## config.mk

```make
export PLATFORM = sky130hd
export DESIGN_NAME = alu_serial_ctrl
export DESIGN_NICKNAME = d
export VERILOG_FILES = /design/src/rtl/alu_pkg.sv /design/src/rtl/alu_bit_slice.sv /design/src/rtl/alu_serial_ctrl.sv
export SDC_FILE = /design/constraint.sdc
export NUM_CORES = 1
export LEC_CHECK = 0
export CORE_UTILIZATION = 30
export DETAILED_ROUTE_END_ITERATION = 7
export GPL_TIMING_DRIVEN = 0
export HOLD_SLACK_MARGIN = 0.02
export PLACE_DENSITY_LB_ADDON = 0.12
export REMOVE_ABC_BUFFERS = 1
export SLEW_MARGIN = 30
export SYNTH_ARGS = -nofsm -noshare
export SYNTH_HDL_FRONTEND = slang
export SYNTH_SLANG_ARGS = --single-unit
```

## constraint.sdc

```tcl
create_clock -name clk -period 2.8 [get_ports clk]
set_clock_uncertainty 0.15 [all_clocks]
set_input_delay 0.56 -clock clk [delete_from_list [all_inputs] [get_ports clk]]
set_output_delay 0.56 -clock clk [all_outputs]
set_load 0.01 [all_outputs]
```

## src/rtl/alu_pkg.sv

```systemverilog
`default_nettype none
// ============================================================================
// Module      : alu_pkg
// Description : Shared opcode constants, FSM state encoding and opcode
//               classification helpers for the bit-serial ALU controller.
// Revision    : 1.0 - initial release
// ============================================================================
package alu_pkg;

  // Opcode encodings as presented on ALU_control.
  localparam logic [3:0] c_op_and  = 4'b0000;
  localparam logic [3:0] c_op_or   = 4'b0001;
  localparam logic [3:0] c_op_add  = 4'b0010;
  localparam logic [3:0] c_op_sub  = 4'b0110;
  localparam logic [3:0] c_op_slt  = 4'b0111;
  localparam logic [3:0] c_op_nor  = 4'b1100;
  localparam logic [3:0] c_op_nand = 4'b1101;

  // Controller state encoding.
  typedef enum logic [1:0] {
    ST_IDLE = 2'd0,
    ST_RUN  = 2'd1,
    ST_DONE = 2'd2
  } state_t;

  // Opcodes that run the slice as src1 + ~src2 + 1.
  function automatic logic op_is_sub(input logic [3:0] op);
    return (op == c_op_sub) || (op == c_op_slt);
  endfunction

endpackage
`default_nettype wire

```

## src/rtl/alu_bit_slice.sv

```systemverilog
`default_nettype none
// ============================================================================
// Module      : alu_bit_slice
// Description : Purely combinational one-bit ALU slice.
//   a, b  : operand bits
//   cin   : carry in (registered by the caller between bits)
//   op    : 4-bit opcode
//   r     : result bit
//   co    : carry out (0 for non-arithmetic opcodes, keeping the carry chain
//           idle for logic operations)
// Revision    : 1.0 - initial release
// ============================================================================
module alu_bit_slice
  import alu_pkg::*;
(
  input  logic       a,
  input  logic       b,
  input  logic       cin,
  input  logic [3:0] op,
  output logic       r,
  output logic       co
);

  logic w_b_eff;

  // Subtraction-style opcodes feed the inverted B bit into the adder.
  assign w_b_eff = op_is_sub(op) ? ~b : b;

  always_comb begin
    r  = 1'b0;
    co = 1'b0;
    case (op)
      c_op_and:  r = a & b;
      c_op_or:   r = a | b;
      c_op_nor:  r = ~(a | b);
      c_op_nand: r = ~(a & b);
      c_op_add, c_op_sub, c_op_slt: begin
        r  = a ^ w_b_eff ^ cin;
        co = (a & w_b_eff) | (a & cin) | (w_b_eff & cin);
      end
      default: begin
        r  = 1'b0;
        co = 1'b0;
      end
    endcase
  end

endmodule
`default_nettype wire

```

## src/rtl/alu_serial_ctrl.sv

```systemverilog
`default_nettype none
// ============================================================================
// Module      : alu_serial_ctrl
// Description : Bit-serial ALU. Operands are captured on start&ready, then one
//               bit per cycle is computed LSB first through alu_bit_slice with
//               a registered carry. Flags and result are published on entry
//               to DONE and held until the next completion or reset.
//   clk, rst_n           : clock, asynchronous active-low reset
//   start                : request, sampled only while ready
//   src1, src2           : operands (WIDTH bits)
//   ALU_control          : opcode
//   ready                : idle and able to accept start
//   done                 : one-cycle completion pulse
//   result, zero, cout,
//   overflow             : registered result and flags
// Revision    : 1.0 - initial release
// ============================================================================
module alu_serial_ctrl
  import alu_pkg::*;
#(
  parameter int WIDTH = 32
) (
  input  logic             clk,
  input  logic             rst_n,
  input  logic             start,
  input  logic [WIDTH-1:0] src1,
  input  logic [WIDTH-1:0] src2,
  input  logic [3:0]       ALU_control,
  output logic             ready,
  output logic             done,
  output logic [WIDTH-1:0] result,
  output logic             zero,
  output logic             cout,
  output logic             overflow
);

  localparam int               CNT_W  = $clog2(WIDTH);
  localparam logic [CNT_W-1:0] c_last = CNT_W'(WIDTH - 1);

  state_t           r_state;
  state_t           w_next_state;

  logic [WIDTH-1:0] r_a;
  logic [WIDTH-1:0] r_b;
  logic [WIDTH-1:0] r_acc;
  logic [3:0]       r_op;
  logic [CNT_W-1:0] r_cnt;
  logic             r_carry;
  logic             r_cin_msb;
  // Set once the MSB has been processed; the following RUN cycle publishes
  // the result, which places done WIDTH+1 cycles after acceptance.
  logic             r_fin;

  logic             w_accept;
  logic             w_bit_r;
  logic             w_bit_co;
  logic             w_arith_ovf;
  logic [WIDTH-1:0] w_final_res;
  logic             w_final_cout;
  logic             w_final_ovf;

  assign ready    = (r_state == ST_IDLE);
  assign done     = (r_state == ST_DONE);
  assign w_accept = ready && start;

  alu_bit_slice u_slice (
    .a   (r_a[0]),
    .b   (r_b[0]),
    .cin (r_carry),
    .op  (r_op),
    .r   (w_bit_r),
    .co  (w_bit_co)
  );

  // ---------------------------------------------------------------- FSM
  always_ff @(posedge clk or negedge rst_n) begin
    if (!rst_n) begin
      r_state <= ST_IDLE;
    end else begin
      r_state <= w_next_state;
    end
  end

  always_comb begin
    w_next_state = r_state;
    case (r_state)
      ST_IDLE: if (start) w_next_state = ST_RUN;
      ST_RUN:  if (r_fin) w_next_state = ST_DONE;
      ST_DONE: w_next_state = ST_IDLE;
      default: w_next_state = ST_IDLE;
    endcase
  end

  // ------------------------------------------------------- finalisation
  // Signed overflow is the carry into the MSB disagreeing with the carry out.
  assign w_arith_ovf = r_cin_msb ^ r_carry;

  always_comb begin
    w_final_res  = '0;
    w_final_cout = 1'b0;
    w_final_ovf  = 1'b0;
    case (r_op)
      c_op_add, c_op_sub: begin
        w_final_res  = r_acc;
        w_final_cout = r_carry;
        w_final_ovf  = w_arith_ovf;
      end
      c_op_slt: begin
        // True sign of src1-src2 is the difference MSB corrected by overflow.
        w_final_res  = {{(WIDTH-1){1'b0}}, r_acc[WIDTH-1] ^ w_arith_ovf};
        w_final_cout = r_carry;
      end
      c_op_and, c_op_or, c_op_nor, c_op_nand: begin
        w_final_res = r_acc;
      end
      default: begin
        w_final_res = '0;
      end
    endcase
  end

  // ---------------------------------------------------------- datapath
  always_ff @(posedge clk or negedge rst_n) begin
    if (!rst_n) begin
      r_a       <= '0;
      r_b       <= '0;
      r_acc     <= '0;
      r_op      <= '0;
      r_cnt     <= '0;
      r_carry   <= 1'b0;
      r_cin_msb <= 1'b0;
      r_fin     <= 1'b0;
      result    <= '0;
      zero      <= 1'b0;
      cout      <= 1'b0;
      overflow  <= 1'b0;
    end else begin
      if (w_accept) begin
        r_a       <= src1;
        r_b       <= src2;
        r_op      <= ALU_control;
        r_acc     <= '0;
        r_cnt     <= '0;
        r_carry   <= op_is_sub(ALU_control);
        r_cin_msb <= 1'b0;
        r_fin     <= 1'b0;
      end else if (r_state == ST_RUN) begin
        if (!r_fin) begin
          // Result bits enter at the top so the LSB lands at bit 0 last.
          r_acc   <= {w_bit_r, r_acc[WIDTH-1:1]};
          r_a     <= {1'b0, r_a[WIDTH-1:1]};
          r_b     <= {1'b0, r_b[WIDTH-1:1]};
          r_carry <= w_bit_co;
          if (r_cnt == c_last) begin
            r_cin_msb <= r_carry;
            r_fin     <= 1'b1;
          end else begin
            r_cnt <= r_cnt + 1'b1;
          end
        end else begin
          result   <= w_final_res;
          zero     <= (w_final_res == '0);
          cout     <= w_final_cout;
          overflow <= w_final_ovf;
          r_fin    <= 1'b0;
        end
      end
    end
  end

endmodule
`default_nettype wire

```

## After elaboration in Yosys (flattened, before gate mapping)

Index checks and enable logic that the tools add are counted.

| word-level totals | value |
|---|---|
| register bits after elaboration | 145 |
| bits of input ports | 71 |
| output and inout port bits | 37 |

| cells by class | value |
|---|---|
| reductions and logical operators | 16 |
| multiplexer cells | 33 |
| bitwise logic cells | 15 |
| $add $sub $neg | 1 |
| eq/ne operators | 15 |

Operators with widths:

| kind | number |
|---|---|
| 2-to-1 mux 32 bit | 9 |
| case mux 32 bit (2 select lines) | 1 |
| logical NOT 32 bit | 1 |
| 2-to-1 mux 5 bit | 4 |
| == test 4 x 3 -> 1 bit (second input constant) | 4 |
| 2-to-1 mux 1 bit | 15 |
| AND reduction 3 bit | 3 |
| == test 4 bit (second input constant) | 2 |
| inequality test 2 bit (second input constant) | 3 |
| OR reduction 6 bit | 1 |
| adder 5 x 1 -> 5 bit (second input constant) | 1 |
| == test 5 bit (second input constant) | 1 |
| case mux 1 bit (5 select lines) | 1 |
| AND 1 bit | 4 |
| == test 4 x 1 -> 1 bit (second input constant) | 1 |
| == test 4 x 2 -> 1 bit (second input constant) | 1 |
| logical NOT 4 bit | 1 |
| 2-to-1 mux 2 bit | 2 |
| inverter 1 bit | 4 |
| case mux 2 bit (2 select lines) | 1 |
| AND reduction 2 bit | 2 |
| nonzero test 2 bit | 2 |
| bitwise XOR 1 bit | 4 |
| bitwise OR 1 bit | 3 |
| other kinds (8) | 9 |

## Logic depth before layout (Yosys ltp)

| depth | value |
|---|---|
| depth after elaboration | 10 |
| gate-level depth with buffers | 7 |
| gate-level depth less buffers | 7 |

## By module

Synthesis repeated with hierarchy kept, for this count alone.

| unflattened totals | value |
|---|---|
| cell total of the unflattened synthesis | 719 |
| area total of the unflattened synthesis | 6343.6 µm² |

By module, submodules not included:

| module | instances | area an instance (µm²) | cells each | sequential area each (µm²) |
|---|---|---|---|---|
| alu_serial_ctrl | 1 | 6226.0 | 702 | 3628.5 |
| alu_bit_slice | 1 | 117.6 | 17 | 0.0 |

## Worst setup path before layout

OpenSTA, ideal clock, no wires.

| timing path | value |
|---|---|
| path kind | register to register |
| from | reg r_cnt[0] |
| to | reg r_cnt[3] |
| arrival | 1711 ps |
| path slack | 807 ps |
| library setup time | 131 ps |
| clock period less this slack | 1993 ps |
| cell stages (with the launch flop) | 8 |
| required time | 2519 ps |
| cell sequence | dfrtp_1 > ha_1 > and3_1 > ha_1 > nor4b_2 > nand4_1 > xor2_1 > nor2_1 |

| between the ends | value |
|---|---|
| cells in the longest elaborated chain, start to end | 5 |
| elaborated cells on any way between the ends | 8 |

Ends and longest elaborated chain:

| item | line | text |
|---|---|---|
| start: declaration | alu_serial_ctrl.sv:47 | `logic [CNT_W-1:0] r_cnt;` |
| start signal: assignment | alu_serial_ctrl.sv:158 | `r_cnt <= r_cnt + 1'b1;` |
| adder 5 x 1 -> 5 bit | alu_serial_ctrl.sv:158 |  |
| 2-to-1 mux 5 bit | alu_serial_ctrl.sv:154 | `if (r_cnt == c_last) begin` |
| 2-to-1 mux 5 bit | alu_serial_ctrl.sv:148 | `if (!r_fin) begin` |
| 2-to-1 mux 5 bit | alu_serial_ctrl.sv:147 | `end else if (r_state == ST_RUN) begin` |
| 2-to-1 mux 5 bit | alu_serial_ctrl.sv:138 | `if (w_accept) begin` |

Parallel ways exist; a longest one is shown, timed or not. The select of a mux whose other input is x is not followed.
A chain may end at the register's enable or synchronous reset.

## Worst setup path after layout

| timing path | value |
|---|---|
| from | reg r_state[1] |
| to | out ready |

| between the ends | value |
|---|---|
| cells in the longest elaborated chain, start to end | 1 |

Ends and longest elaborated chain:

| item | line | text |
|---|---|---|
| start: declaration | alu_serial_ctrl.sv:40 | `state_t r_state;` |
| start signal: assignment | alu_serial_ctrl.sv:80 | `r_state <= w_next_state;` |
| logical NOT 2 bit | alu_serial_ctrl.sv:62 | `assign ready = (r_state == ST_IDLE);` |
| end: declaration | alu_serial_ctrl.sv:29 | `output logic ready,` |

Every way passes these cells.

==> run_results.csv <==
group,metric,value,unit
synth,synthCells,570,
drt,drtIter0Drc,251,
clocking,clock_latency,0.41,ns
sta,setup_slack,0.241,ns
floorplan,dieArea,20800,um2
place,dp.cells,915,
cells_and_area,area.growth.synth_to_final,33.5,%
synth,synth_area,6060,um2
power,p_per_area,947,nW/um2
floorplan,start_util,30.8,%
place,place_ws,-0.0394,ns
sta,tightest_slew,0.726,ns
sta,fin_crit_sh,91.4,%
drt,routed_wirelength,14100,um
clocking,clk_path_buf_depth,2,
sta,rsz0062_at_grt,"no",
synth,yosysTopAreaCell,"dfrtp_1",
grt,first_global_vias,4506,
grt,antenna_found_initial,0,
grt,grt_pass1_wl,23400,um
power,power.ir.vdd_worst,0.000442,V
synth,synth-seq-cells,145,
sta,period_needed,2.56,ns
worst_setup_path,cp-start-kind,"register",
synth,synth_async_sr_flop_share,100,%
grt,met1_usage,19.6,%
drt,dr.pass1.iters,4,
drt,ant_nets,0,
worst_setup_path,path_class,"register to primary output",
power,leakagePower,3.61,nW
synth,ys_top_cells_by_area,"dfrtp_1 (60%), a22o_1 (9.3%), nand2_1 (8.7%), a31oi_1 (4.2%), nor2_1 (3.3%)",
floorplan,die_h,144,um
sta,slew_headroom,51.5,%
clocking,cts_resized,0,
cells_and_area,utilization,41.2,%
drt,drc_errors,0,
floorplan,pin_count,108,
cells_and_area,drive_gt1_share,8.20,%
worst_setup_path,cp.arrival,1.85,ns
synth,syn_avg_cell_area,10.6,um2
cells_and_area,layout_common_cells,"dfrtp_1 (145), nand2_1 (140), clkdlybuf4s50_1 (106)",
synth,synth_edf_count,0,
clocking,cts_max_level,4,
clocking,cts_buffers,17,
clocking,clkSlewWorstSetupHoldPaths,0.06,ns
synth,synth.distinct_cells,48,
clocking,cts-root-buf,"clkbuf_16",
grt,gr-usage-all-layers,14.7,%
sta,hold-worst-slack,0.326,ns
sta,setup_viol,0,
cells_and_area,final_common_cell,"dfrtp_1",
floorplan,die_w,144,um
grt,grt_busiest_layer,"met2",
grt,overflow,0,
flow_run,drv_cap,0,
synth,yosysSeqAreaShare,59.9,%
grt,use_met2,23.0,%
grt,grt_max_degree,77,
sta,hold_viol_final,0,
clocking,post_cts_buffers,0,
floorplan,design.core.area,19700,um2
clocking,cts_tree,"yes",
sta,report.final.slew_viol_count,0,
grt,grt_use_met3,3.58,%
cells_and_area,nNetsFinal,744,
floorplan,rows,51,
sta,fmax,391,MHz
cells_and_area,num_antenna_cells,0,
drt,num_vias,4545,
worst_setup_path,crit_path_end_kind,"primary output",
cells_and_area,layout.cells.non_filler,948,
clocking,cts.sinks,145,
synth,synth_top_area_share,59.9,%
synth,synthFlopType,"dfrtp_1",
place,place_congestion,0.716,
worst_setup_path,critPathMaxFanout,8,
drt,drt-vias-per-instance,4.79,
min_path,min_path_type,"register to register",
synth,ys_warn_count,0,
clocking,cts_hold_buf,1,
drt,wl_per_cell,14.9,um
run_status,status,"finished clean",
place,port_buffers,107,
place,place_hpwl,9510,um
worst_setup_path,cp_data_required_time,2.09,ns
-- flip-flops by register name, indices dropped and copies added, names as in the netlist, 2 cells and up --
signal and cells:
r_a 32, r_acc 32, r_b 32, r_cnt 5
r_op 4, r_state 2, result 32
-- final cells by class --
cell class                 instances  area, um2
clock inverter                    13        151
clock buffer                      19        443
sequential                       145       3630
tap                              265        332
multi-input combinational        379       2220
timing repair buffer             122       1300
fill                            1937      11600
inverter                           5       18.8
-- where the power goes --
group	leakage [nW]	switching, W	internal (W)
sequential	1.89	0.000550	0.00281
clock	0.283	0.000913	0.00135
combinational	1.44	0.00101	0.00102
-- critical path, cell delays in order, from the launching register on --
cell and delay, ns:
dfrtp_1 0.50, nor2_1 0.31, clkdlybuf4s50_1 0.63
-- cell families (layout without fill, tap and decap cells) --
kind of cell | count (synthesis) | after routing | synth area share, %
AOI/OAI and AO/OA | 148 | 148 | 18.9
DFF | 145 | 145 | 59.9
and+or+nand+nor | 221 | 221 | 15.3
adders and majority gates | 4 | 4 | 0.908
xor gates and xnor gates | 6 | 6 | 1.12
buffers and inverters | 46 | 159 | 3.90
-- through the flow --
step	cell area (um2)	setup TNS (ns)	power [W]
6_report	8090	0	0.00766
3_3_place_gp	7240	-1271.11	0.00577
2_1_floorplan	5840	-205.18	0.00457
5_1_grt	8090	0	0.00821
3_5_place_dp	7480	-0.0394	0.00546
4_1_cts	8090	0	0.00778
-- Yosys cell counts, drive strengths merged, types with 4 or more instances --
master  instances
a22o           64
a22oi          20
a31oi          41
buf            25
clkbuf         16
dfrtp         145
inv             5
nand2         141
nor2           54
nor2b           4
nor4            7
o21ai           7
-- final timing paths --
kind                            start    endpoint  slack [ns]  depth (start not counted)
max                        r_state[1]       ready        0.24                          2
min                           r_b[16]     r_b[16]        0.33                          2
max reg2reg                r_state[0]      r_a[1]        0.41                          8
min reg2reg                   r_b[16]     r_b[16]        0.33                          2
max in group asynchronous       rst_n      r_a[0]        1.18                          3
min in group asynchronous       rst_n  result[13]        0.56                          2
-- per-layer routing --
layer / routed length [um] / vias to the layer above
met5: 0 / -
met4: 209 / 0
met3: 534 / 11
met2: 6710 / 88
met1: 6640 / 2221
li1: - / 2225
Note: power is estimated with default switching activity, not from simulation.
